$ cat src/rtl/vel_ramp_sequencer.sv
// vel_ramp_sequencer: run/stop sequencer for the PI velocity loop.
// Turns a commanded target velocity into an acceleration-limited desired_vel
// setpoint, gates the loop with ctrl_en, issues a periodic sample_tick and
// latches emergency-stop faults.
// Optional feature macro: STALL_DETECT_EN (stall-fault detection while holding).
module vel_ramp_sequencer #(
  parameter int SAMPLE_DIV    = 100000,
  parameter int VEL_W         = 32,
  parameter int STALL_SAMPLES = 200
) (
  input  logic                    clk,
  input  logic                    reset,
  input  logic                    start,
  input  logic                    stop,
  input  logic                    estop,
  input  logic                    fault_clear,
  input  logic signed [VEL_W-1:0] target_vel,
  input  logic [15:0]             accel_step,
  input  logic signed [VEL_W-1:0] actual_vel,
  output logic signed [VEL_W-1:0] desired_vel,
  output logic                    ctrl_en,
  output logic                    sample_tick,
  output logic [2:0]              state,
  output logic                    fault,
  output logic [1:0]              fault_code
);

  typedef enum logic [2:0] {
    ST_IDLE  = 3'd0,
    ST_RAMP  = 3'd1,
    ST_HOLD  = 3'd2,
    ST_STOP  = 3'd3,
    ST_FAULT = 3'd4
  } state_t;

  localparam int              CNT_W    = (SAMPLE_DIV > 1) ? $clog2(SAMPLE_DIV) : 1;
  localparam logic [CNT_W-1:0] CNT_LAST = CNT_W'(SAMPLE_DIV - 1);

  logic [CNT_W-1:0]        cnt_r, cnt_next_s;
  logic                    sample_tick_r, tick_s;
  state_t                  state_r, state_next_s;
  logic signed [VEL_W-1:0] desired_r, desired_next_s;
  logic signed [VEL_W-1:0] ramp_s, stop_ramp_s;
  logic                    ctrl_en_r, fault_r;
  logic [1:0]              fault_code_r, code_next_s;
  logic                    stall_hit_s;

  // One rate-limited step from cur toward tgt. The difference is formed one
  // bit wider so opposite-sign extremes cannot wrap; a zero step means 1.
  function automatic logic signed [VEL_W-1:0] ramp_toward(
    input logic signed [VEL_W-1:0] cur,
    input logic signed [VEL_W-1:0] tgt,
    input logic [15:0]             acc
  );
    logic signed [VEL_W:0] diff_s;
    logic signed [VEL_W:0] step_s;
    diff_s = {tgt[VEL_W-1], tgt} - {cur[VEL_W-1], cur};
    step_s = (acc == 16'd0) ? (VEL_W+1)'(1) : (VEL_W+1)'(acc);
    if (diff_s > step_s) begin
      ramp_toward = cur + step_s[VEL_W-1:0];
    end else if (diff_s < -step_s) begin
      ramp_toward = cur - step_s[VEL_W-1:0];
    end else begin
      ramp_toward = tgt;
    end
  endfunction

  assign tick_s      = (cnt_r == CNT_LAST);
  assign ramp_s      = ramp_toward(desired_r, target_vel, accel_step);
  assign stop_ramp_s = ramp_toward(desired_r, {VEL_W{1'b0}}, accel_step);

  // Free-running sample counter next value, wrapping at SAMPLE_DIV-1
  always_comb begin
    cnt_next_s = cnt_r + CNT_W'(1);
    if (cnt_r == CNT_LAST) begin
      cnt_next_s = '0;
    end else begin
      cnt_next_s = cnt_r + CNT_W'(1);
    end
  end

  // Sample counter and registered tick strobe (high while count is SAMPLE_DIV-1)
  always_ff @(posedge clk or posedge reset) begin
    if (reset) begin
      cnt_r         <= '0;
      sample_tick_r <= 1'b0;
    end else begin
      cnt_r         <= cnt_next_s;
      sample_tick_r <= (cnt_next_s == CNT_LAST);
    end
  end

`ifdef STALL_DETECT_EN
  localparam int               STALL_W    = $clog2(STALL_SAMPLES + 1);
  localparam logic [STALL_W-1:0] STALL_LAST = STALL_W'(STALL_SAMPLES);

  logic [STALL_W-1:0] stall_cnt_r, stall_cnt_next_s;

  // Count consecutive ticks held at a nonzero setpoint with no measured motion
  always_comb begin
    stall_cnt_next_s = stall_cnt_r;
    stall_hit_s      = 1'b0;
    if (state_r != ST_HOLD) begin
      stall_cnt_next_s = '0;
    end else if (tick_s && (actual_vel != {VEL_W{1'b0}})) begin
      stall_cnt_next_s = '0;
    end else if (tick_s && (desired_r != {VEL_W{1'b0}})) begin
      stall_cnt_next_s = stall_cnt_r + STALL_W'(1);
      stall_hit_s      = (stall_cnt_next_s == STALL_LAST);
    end else begin
      stall_cnt_next_s = stall_cnt_r;
    end
  end

  // Stall counter register, cleared whenever HOLD is left
  always_ff @(posedge clk or posedge reset) begin
    if (reset) begin
      stall_cnt_r <= '0;
    end else if (state_next_s != ST_HOLD) begin
      stall_cnt_r <= '0;
    end else begin
      stall_cnt_r <= stall_cnt_next_s;
    end
  end
`else
  logic stall_unused_s;
  assign stall_hit_s    = 1'b0;
  assign stall_unused_s = ^{actual_vel, 32'(STALL_SAMPLES)};
`endif

  // Next-state, setpoint and fault-code logic; estop outranks stop, stop outranks start
  always_comb begin
    state_next_s   = state_r;
    desired_next_s = desired_r;
    code_next_s    = fault_code_r;
    if (estop) begin
      state_next_s   = ST_FAULT;
      desired_next_s = '0;
      if (state_r != ST_FAULT) begin
        code_next_s = 2'd1;
      end else begin
        code_next_s = fault_code_r;
      end
    end else begin
      case (state_r)
        ST_IDLE: begin
          desired_next_s = '0;
          if (start) begin
            state_next_s = ST_RAMP;
          end else begin
            state_next_s = ST_IDLE;
          end
        end
        ST_RAMP: begin
          if (stop) begin
            state_next_s = ST_STOP;
          end else if (tick_s) begin
            desired_next_s = ramp_s;
            if (ramp_s == target_vel) begin
              state_next_s = ST_HOLD;
            end else begin
              state_next_s = ST_RAMP;
            end
          end else begin
            state_next_s = ST_RAMP;
          end
        end
        ST_HOLD: begin
          if (stop) begin
            state_next_s = ST_STOP;
          end else if (tick_s && (target_vel != desired_r)) begin
            // Re-enter RAMP now; the first step lands on the following tick.
            state_next_s = ST_RAMP;
          end else if (stall_hit_s) begin
            state_next_s   = ST_FAULT;
            desired_next_s = '0;
            code_next_s    = 2'd2;
          end else begin
            state_next_s = ST_HOLD;
          end
        end
        ST_STOP: begin
          if (tick_s) begin
            desired_next_s = stop_ramp_s;
            if (stop_ramp_s == {VEL_W{1'b0}}) begin
              state_next_s = ST_IDLE;
            end else begin
              state_next_s = ST_STOP;
            end
          end else begin
            state_next_s = ST_STOP;
          end
        end
        ST_FAULT: begin
          desired_next_s = '0;
          if (fault_clear) begin
            state_next_s = ST_IDLE;
            code_next_s  = 2'd0;
          end else begin
            state_next_s = ST_FAULT;
          end
        end
        default: begin
          state_next_s   = ST_IDLE;
          desired_next_s = '0;
          code_next_s    = 2'd0;
        end
      endcase
    end
  end

  // Registered state and outputs; ctrl_en/fault follow the state being entered
  always_ff @(posedge clk or posedge reset) begin
    if (reset) begin
      state_r      <= ST_IDLE;
      desired_r    <= '0;
      ctrl_en_r    <= 1'b0;
      fault_r      <= 1'b0;
      fault_code_r <= 2'd0;
    end else begin
      state_r      <= state_next_s;
      desired_r    <= desired_next_s;
      ctrl_en_r    <= (state_next_s == ST_RAMP) || (state_next_s == ST_HOLD) ||
                      (state_next_s == ST_STOP);
      fault_r      <= (state_next_s == ST_FAULT);
      fault_code_r <= code_next_s;
    end
  end

  assign desired_vel = desired_r;
  assign ctrl_en     = ctrl_en_r;
  assign sample_tick = sample_tick_r;
  assign state       = state_r;
  assign fault       = fault_r;
  assign fault_code  = fault_code_r;

endmodule

$ cat config.mk
export PLATFORM = sky130hd
export DESIGN_NAME = vel_ramp_sequencer
export DESIGN_NICKNAME = d
export VERILOG_FILES = /design/src/rtl/vel_ramp_sequencer.sv
export SDC_FILE = /design/constraint.sdc
export NUM_CORES = 1
export LEC_CHECK = 0
export BUFFER_PORTS_ARGS = -buffer_cell sky130_fd_sc_hd__buf_2
export CORE_MARGIN = 4
export CORE_UTILIZATION = 55
export CTS_BUF_LIST = sky130_fd_sc_hd__clkbuf_16
export DETAILED_ROUTE_END_ITERATION = 16
export GPL_TIMING_DRIVEN = 0
export PLACE_DENSITY = 0.75
export SETUP_SLACK_MARGIN = 0.15
export SYNTH_ARGS = -nofsm -noshare
export SYNTH_HDL_FRONTEND = slang
export SYNTH_SLANG_ARGS = --single-unit
export TNS_END_PERCENT = 30
$ cat constraint.sdc
create_clock -name clk -period 10 [get_ports clk]
set_clock_uncertainty 0.15 [all_clocks]
set_input_delay 2 -clock clk [delete_from_list [all_inputs] [get_ports clk]]
set_output_delay 2 -clock clk [all_outputs]
set_load 0.1 [all_outputs]
Word level (Yosys, flattened, before mapping) --
Cells that the tools add are included. W data, S select, Z words.
Operators by class: reductions and logical operators 9, add/subtract/negate cells 6, multiply operators 0, shift operators 0, equality and inequality tests 20, div/mod/pow operators 0, order comparisons 4, bitwise logic cells 0, multiplexer cells 26
Operators with widths (count):
- $mux W32 | 8
- $pmux W32 S3 | 1
- $lt A33 B33 Y1 | 2
- $eq A17 B17 Y1 const B | 2
- $gt A33 B17 Y1 | 1
- $gt A33 B33 Y1 | 1
- $neg A16 Y33 | 1
- $sub A1 B32 Y33 const A | 1
- $sub A32 B32 Y33 | 1
- $add A32 B16 Y32 | 1
- $eq A32 B32 Y1 | 1
- $logic_not A32 Y1 | 1
- $ne A32 B32 Y1 | 1
- $sub A32 B16 Y32 | 1
- $add A17 B1 Y17 const B | 1
- $mux W17 | 1
- $logic_not A16 Y1 | 1
- $mux W16 | 1
- $mux W3 | 5
- $ne A3 B3 Y1 const B | 5
- $pmux W3 S5 | 1
- $mux W2 | 7
- $eq A3 B2 Y1 const B | 4
- $eq A3 B1 Y1 const B | 2
- other kinds (11) | 14
Storage, ports and cells: input bits 86, bits in read-only memories 0, flip-flop bits (word level) 57, logic and storage cells 72, output and inout bits 40, memories 0, latch bits 0, RAM bits 0

Longest topological paths before layout --
depth after elaboration 15, depth in mapped cells 29, depth with buffers taken out 26

Worst setup path before layout --
No wires, ideal clock.
path type input -> register, start in target_vel[11], end reg state_r[0] (netlist: state[0]), path slack 2.562 ns, stages 22, path buffers 2, library setup time 0.119 ns, required time 9.731 ns, arrival time 7.169 ns, path through ha_1 -> clkbuf_1 -> nand4_1 -> or2_2 -> a211oi_1 -> nor3_1 -> o221ai_1 -> mux2_2 -> inv_1 -> ha_1 -> nand4_1 -> or4_1 -> a2111oi_0 -> a21oi_1 -> o31ai_1 -> clkbuf_1 -> mux2i_1 -> nor3_1 -> a2111oi_0 -> nand4b_1 -> or4_1 -> o21ba_1
Between the ends: word-level cells in the longest chain between the ends 10, elaborated cells on any way between the ends 15, those cells by class add/sub (1); order compare (2); eq/ne (2); mux (9); reduce/logical (1)
Ends and longest elaborated chain:
- start, declared | line 17 | input logic signed [VEL_W-1:0] target_vel,
- $sub A32 B32 Y33 | line 57 | diff_s = {tgt[VEL_W-1], tgt} - {cur[VEL_W-1], cur};
- $lt A33 B33 Y1 | line 61 | end else if (diff_s < -step_s) begin
- $mux W32 | line 61
- $mux W32 | line 59 | if (diff_s > step_s) begin
- $eq A32 B32 Y1 | line 159 | if (ramp_s == target_vel) begin
- $mux W2 | line 159
- $mux W3 | line 157 | end else if (tick_s) begin
- $mux W3 | line 155 | if (stop) begin
- $pmux W3 S5 * | line 145 | case (state_r)
- $mux W3 * | line 136 | if (estop) begin
- net state_next_s[0] | line 41 | state_t state_r, state_next_s;
- end signal, assigned | line 221 | state_r <= state_next_s;
- end, declared | line 41
The timed path passes the listed nets; every way through them passes the cells marked *. A chain may end at the register's enable or synchronous reset.

Final worst setup path --
start in target_vel[5], end reg state_r[0] (netlist: state[0])
The elaborated chain is that of the path after synthesis.

==> results <==
- The number of setup violations in the final report is 0.
- After clock tree synthesis, the repair step resized 0 gates.
- Global routing used between 8 and 9% of the available met3 tracks.
- The half-perimeter wire length of the detailed placement result is roughly 46000 um.
- The number of clock buffers added by TritonCTS is 5.
- At the end of the flow, the number of nets in the layout was 2206.
- After the first detailed-routing iteration, the DRC count stood at between 1.5k and 2k.
- For this block, the via count after detailed routing is 15.7k.
- Fill cells in the final layout number between 2k and 2.5k.
- The number of hold violations in the final report is 0.
- The share of total power dissipated in sequential elements is 27.3%.
- In the synthesized netlist the async set-or-reset flop fraction comes to 100%.
- In this run the tightest slew margin relative to its limit is between 20% and 30%.
- The die covers about 26000 um2.
- Of the available clock period, the critical path in the final layout requires 92.2%.
- The worst setup path is launched from an input pin.
- The worst-case IR drop observed on VDD is approximately 80 uV.
- The number of clock sinks is 56.
- Counting along the longest clock path gives a buffer depth of 2.
- In this run, synthesis produced a sequential element count of 56.
- The number of max-cap violations is 0.
- Of the post-synthesis cell area, the dominant cell type holds approximately 15%.
- The area of the core region is between 20000 and 25000 um2.
- The floorplan has 56 rows.
- The final instance area is 14300 um2.
- The worst setup path is of the in2reg kind.
- The placed instances occupy a cell area of 14100 um2.
- The wire length per cell after detailed routing is between 20 and 25 um.
- Synthesis instantiated 83 different standard cells from the library.
- Internal power comes to slightly below 0.5 mW.
- The via count of the first global-routing pass is 14.1k.
- The average instance area after synthesis is just over 7 um2.
- In this run, synthesis inferred 0 flip-flops with an integrated enable.
- The sequential share of the synthesized area is 10.7%.
- The quantity of hold-fixing buffers added after cts is 0.
- The number of levels the H-tree was split into is 2.
- Using the TritonRoute via totals, the vias-per-cell ratio works out to 6.88.
- roughly 130 I/O pins were placed.
- Clock latency on the worst-skew pair, taken at its later pin, is 0.30 ns.
- Adding up every negative setup slack in the final design gives 0 ns.
- In this run the static leakage power is about 6.4 nW.
- 0 antenna diodes ended up in the layout.
- The count of input and output buffers is 92.
- met2 is the most crowded layer.
- Of the total power, combinational logic draws 48.5%.
- The post-synthesis cell count is approximately 1.8k.
- The run finished with clean final reports.
- The initial cell density of the core is around 56%.
- Before antenna repair, the detailed router went through 6 iterations.
- For this run, design rule violations remaining after detail routing come to 0.
- The final RePlAce weighted congestion is 1.06.
- Wires add up to roughly 56000 um.
- The share of final-layout standard cells stronger than drive strength 1 is between 7 and 8%.
- The final count of pins violating max slew is 0.
- The leading register cell type out of synthesis is sky130_fd_sc_hd__dfrtp_1.
- The count of synthesis-stage warnings from yosys is 0.
- Global routing used 40.3% of the available tracks.
- The largest net degree at the start of global routing is 35.
- The path class of the lowest-slack min-delay path is reg2reg.
- The cell area that synthesis handed to floorplanning was 13200 um2.
- The number of routed nets with antenna violations is 0.
- The cell with the most instances after synthesis is sky130_fd_sc_hd__ha_1.
- STA puts the critical path data arrival time at approximately 9.3 ns.
- The worst setup path is captured at a register.
- In the global route stage, met1 resource usage came out at ~54%.
- By area the synthesized netlist is led by sky130_fd_sc_hd__ha_1 15%, sky130_fd_sc_hd__dfrtp_1 11%, sky130_fd_sc_hd__xnor2_1 8.4%.
- Derived from the worst setup path, the maximum achievable clock frequency is between 100 and 150 MHz.
- Post-CTS timing repair inserted 0 buffers for setup.
- The floorplan die height is around 160 um.
- Along the worst path, the maximum fanout reaches 10.
- The initial antenna violation count is 1.
- The met2 capacity usage during global routing is 60.7%.
- The tree is rooted in a sky130_fd_sc_hd__clkbuf_16.
- For the pin with the worst max-slew slack, the measured transition is 1.12 ns.
- The total overflow left after global routing is 0.
- Summed over all nets, the switching power comes to between 0.3 and 0.4 mW.
- In this run the power density over the cells is slightly below 60 nW/um2.
- Of the total power, the share spent switching nets is a little over two fifths.
- After clock tree synthesis, the clock-pin slew on the worst setup and hold paths is 0.08 ns.
- STA puts the critical path data required time at 10.05 ns.
- The synthesized design spends more area on one cell type than any other, namely sky130_fd_sc_hd__ha_1.
- Ranked by instance count, the synthesized netlist is headed by 162 x sky130_fd_sc_hd__ha_1, 159 x sky130_fd_sc_hd__nand2_1, 143 x sky130_fd_sc_hd__a21oi_1.
- The signed area change from the synthesized netlist to the final layout is 8.50%.
- The first global-routing pass estimated between 80000 and 90000 um of wire.
- In this run the horizontal extent of the chip is between 150 and 200 um.
- The post-route minimum period is between 9 and 10 ns.
- The TritonCTS clock tree is built.
- Setup repair after global routing left no endpoint under its margin.
- The share of total power dissipated in the clock network is approximately 24%.
[final timing paths]
kind	cells after the start	slack (ns)	to	from
setup / recovery	21	0.78	state[0]$_DFF_PP0_	target_vel[5]
hold / removal	1	0.36	cnt_r[4]$_DFF_PP0_	cnt_r[4]$_DFF_PP0_
setup reg to reg	22	1.42	state[0]$_DFF_PP0_	desired_vel[29]$_DFFE_PP0P_
hold reg to reg	1	0.36	cnt_r[4]$_DFF_PP0_	cnt_r[4]$_DFF_PP0_
max in group asynchronous	3	7.55	cnt_r[10]$_DFF_PP0_	reset
min in group asynchronous	2	1.58	state[0]$_DFF_PP0_	reset
[metal layers]
metal	wire length, um	part of all wire [%]	up-vias
li1	-	-	7066
met2	22900	41	1055
met4	3900	7.0	2
met3	6540	12	223
met5	19	0.034	-
met1	22200	40	7309
[area by class of cell]
type / count / area (um2) / area share [%]
Multi-Input combinational cell: 1585 / 11000 / 77.0
Sequential cell: 56 / 1400 / 9.82
Timing Repair Buffer: 95 / 498 / 3.49
Buffer: 104 / 417 / 2.92
Inverter: 108 / 405 / 2.84
Tap cell: 319 / 399 / 2.80
Clock buffer: 5 / 125 / 0.877
Clock inverter: 3 / 42.5 / 0.298
[per-stage QoR]
step	hold WS (ns)	std cells	total power, mW	setup WS, ns	util [%]
2_1_floorplan	0.317	1853	0.502	2.56	-
5_1_grt	0.402	2275	0.881	0.506	60.8
4_1_cts	0.364	2274	0.826	1.08	60.8
3_5_place_dp	0.347	2266	0.623	0.784	60.0
3_3_place_gp	0.334	2264	0.615	0.697	59.9
6_report	0.357	2275	0.841	0.779	60.8
[cell usage in the layout (no fill, tap or decap), types with 11 or more instances in the layout]
cell,synthesis,layout
sky130_fd_sc_hd__o21ai_0,113,113
sky130_fd_sc_hd__a22o_1,13,13
sky130_fd_sc_hd__or4_1,21,21
sky130_fd_sc_hd__a21o_1,38,38
sky130_fd_sc_hd__nand4_1,47,47
sky130_fd_sc_hd__a31oi_1,16,16
sky130_fd_sc_hd__o211ai_1,22,22
sky130_fd_sc_hd__nor2b_1,17,17
sky130_fd_sc_hd__or3_1,17,17
sky130_fd_sc_hd__a22oi_1,21,21
sky130_fd_sc_hd__and3_1,18,18
sky130_fd_sc_hd__inv_1,105,105
sky130_fd_sc_hd__nand3_1,41,41
sky130_fd_sc_hd__dfrtp_1,56,56
sky130_fd_sc_hd__nor3_1,72,72
sky130_fd_sc_hd__nand2b_1,24,24
sky130_fd_sc_hd__nor4_1,26,26
sky130_fd_sc_hd__o31ai_1,12,12
sky130_fd_sc_hd__a211oi_1,29,29
sky130_fd_sc_hd__conb_1,1,15
sky130_fd_sc_hd__buf_2,6,99
sky130_fd_sc_hd__o21a_1,14,14
sky130_fd_sc_hd__o22ai_1,11,11
sky130_fd_sc_hd__mux2i_1,40,40
sky130_fd_sc_hd__and2_1,13,13
sky130_fd_sc_hd__nor2_1,137,137
sky130_fd_sc_hd__xor2_1,30,30
sky130_fd_sc_hd__a21oi_1,143,143
sky130_fd_sc_hd__o21bai_1,12,12
sky130_fd_sc_hd__nand2_1,159,159
sky130_fd_sc_hd__xnor2_1,126,126
sky130_fd_sc_hd__a2111oi_0,12,11
sky130_fd_sc_hd__ha_1,162,162
sky130_fd_sc_hd__clkbuf_1,86,86
[registers in the layout (all words and copies together), names as in the netlist]
| name | count |
|---|---|
| sample_tick | 1 |
| fault | 1 |
| ctrl_en | 1 |
| cnt_r | 17 |
| desired_vel | 32 |
| state | 3 |
| fault_code | 1 |
[kinds of logic after synthesis]
family	after synthesis	share of synthesized area, %
AO/OA/AOI/OAI	555	27.8
adder cells (fa/ha/maj)	165	15.9
flip-flops	56	10.7
XOR/XNOR	157	10.6
buffers and inverters	212	6.25
multiplexers	48	3.73
other	1	0.0285
AND/OR/NAND/NOR	645	25.1
[power groups by stage]
stage,combinational [mW],sequential (mW),clock [mW]
3_3_place_gp,0.381,0.233,0
2_1_floorplan,0.254,0.248,0
6_report,0.408,0.229,0.204
4_1_cts,0.392,0.229,0.205
5_1_grt,0.438,0.229,0.214
3_5_place_dp,0.389,0.234,0
[critical path, stage by stage]
cell                        delay [ns]
sky130_fd_sc_hd__buf_2            0.18
sky130_fd_sc_hd__ha_1             0.31
sky130_fd_sc_hd__clkbuf_1         0.25
sky130_fd_sc_hd__nand3_1          0.20
sky130_fd_sc_hd__o21bai_1         0.30
sky130_fd_sc_hd__a21oi_1          0.41
sky130_fd_sc_hd__o21a_1           0.33
sky130_fd_sc_hd__nor4b_1          0.09
sky130_fd_sc_hd__nor4_1           0.73
sky130_fd_sc_hd__ha_1             0.26
sky130_fd_sc_hd__nand4_1          0.12
sky130_fd_sc_hd__or4_1            0.56
sky130_fd_sc_hd__a2111oi_0        0.46
sky130_fd_sc_hd__a21oi_1          0.08
sky130_fd_sc_hd__o31ai_1          0.24
sky130_fd_sc_hd__clkbuf_1         0.59
sky130_fd_sc_hd__nor2_1           0.39
sky130_fd_sc_hd__a2111oi_0        0.78
sky130_fd_sc_hd__nand4b_1         0.23
sky130_fd_sc_hd__or4_1            0.54
sky130_fd_sc_hd__o21ba_1          0.22
Note: power is estimated with default switching activity, not from simulation.
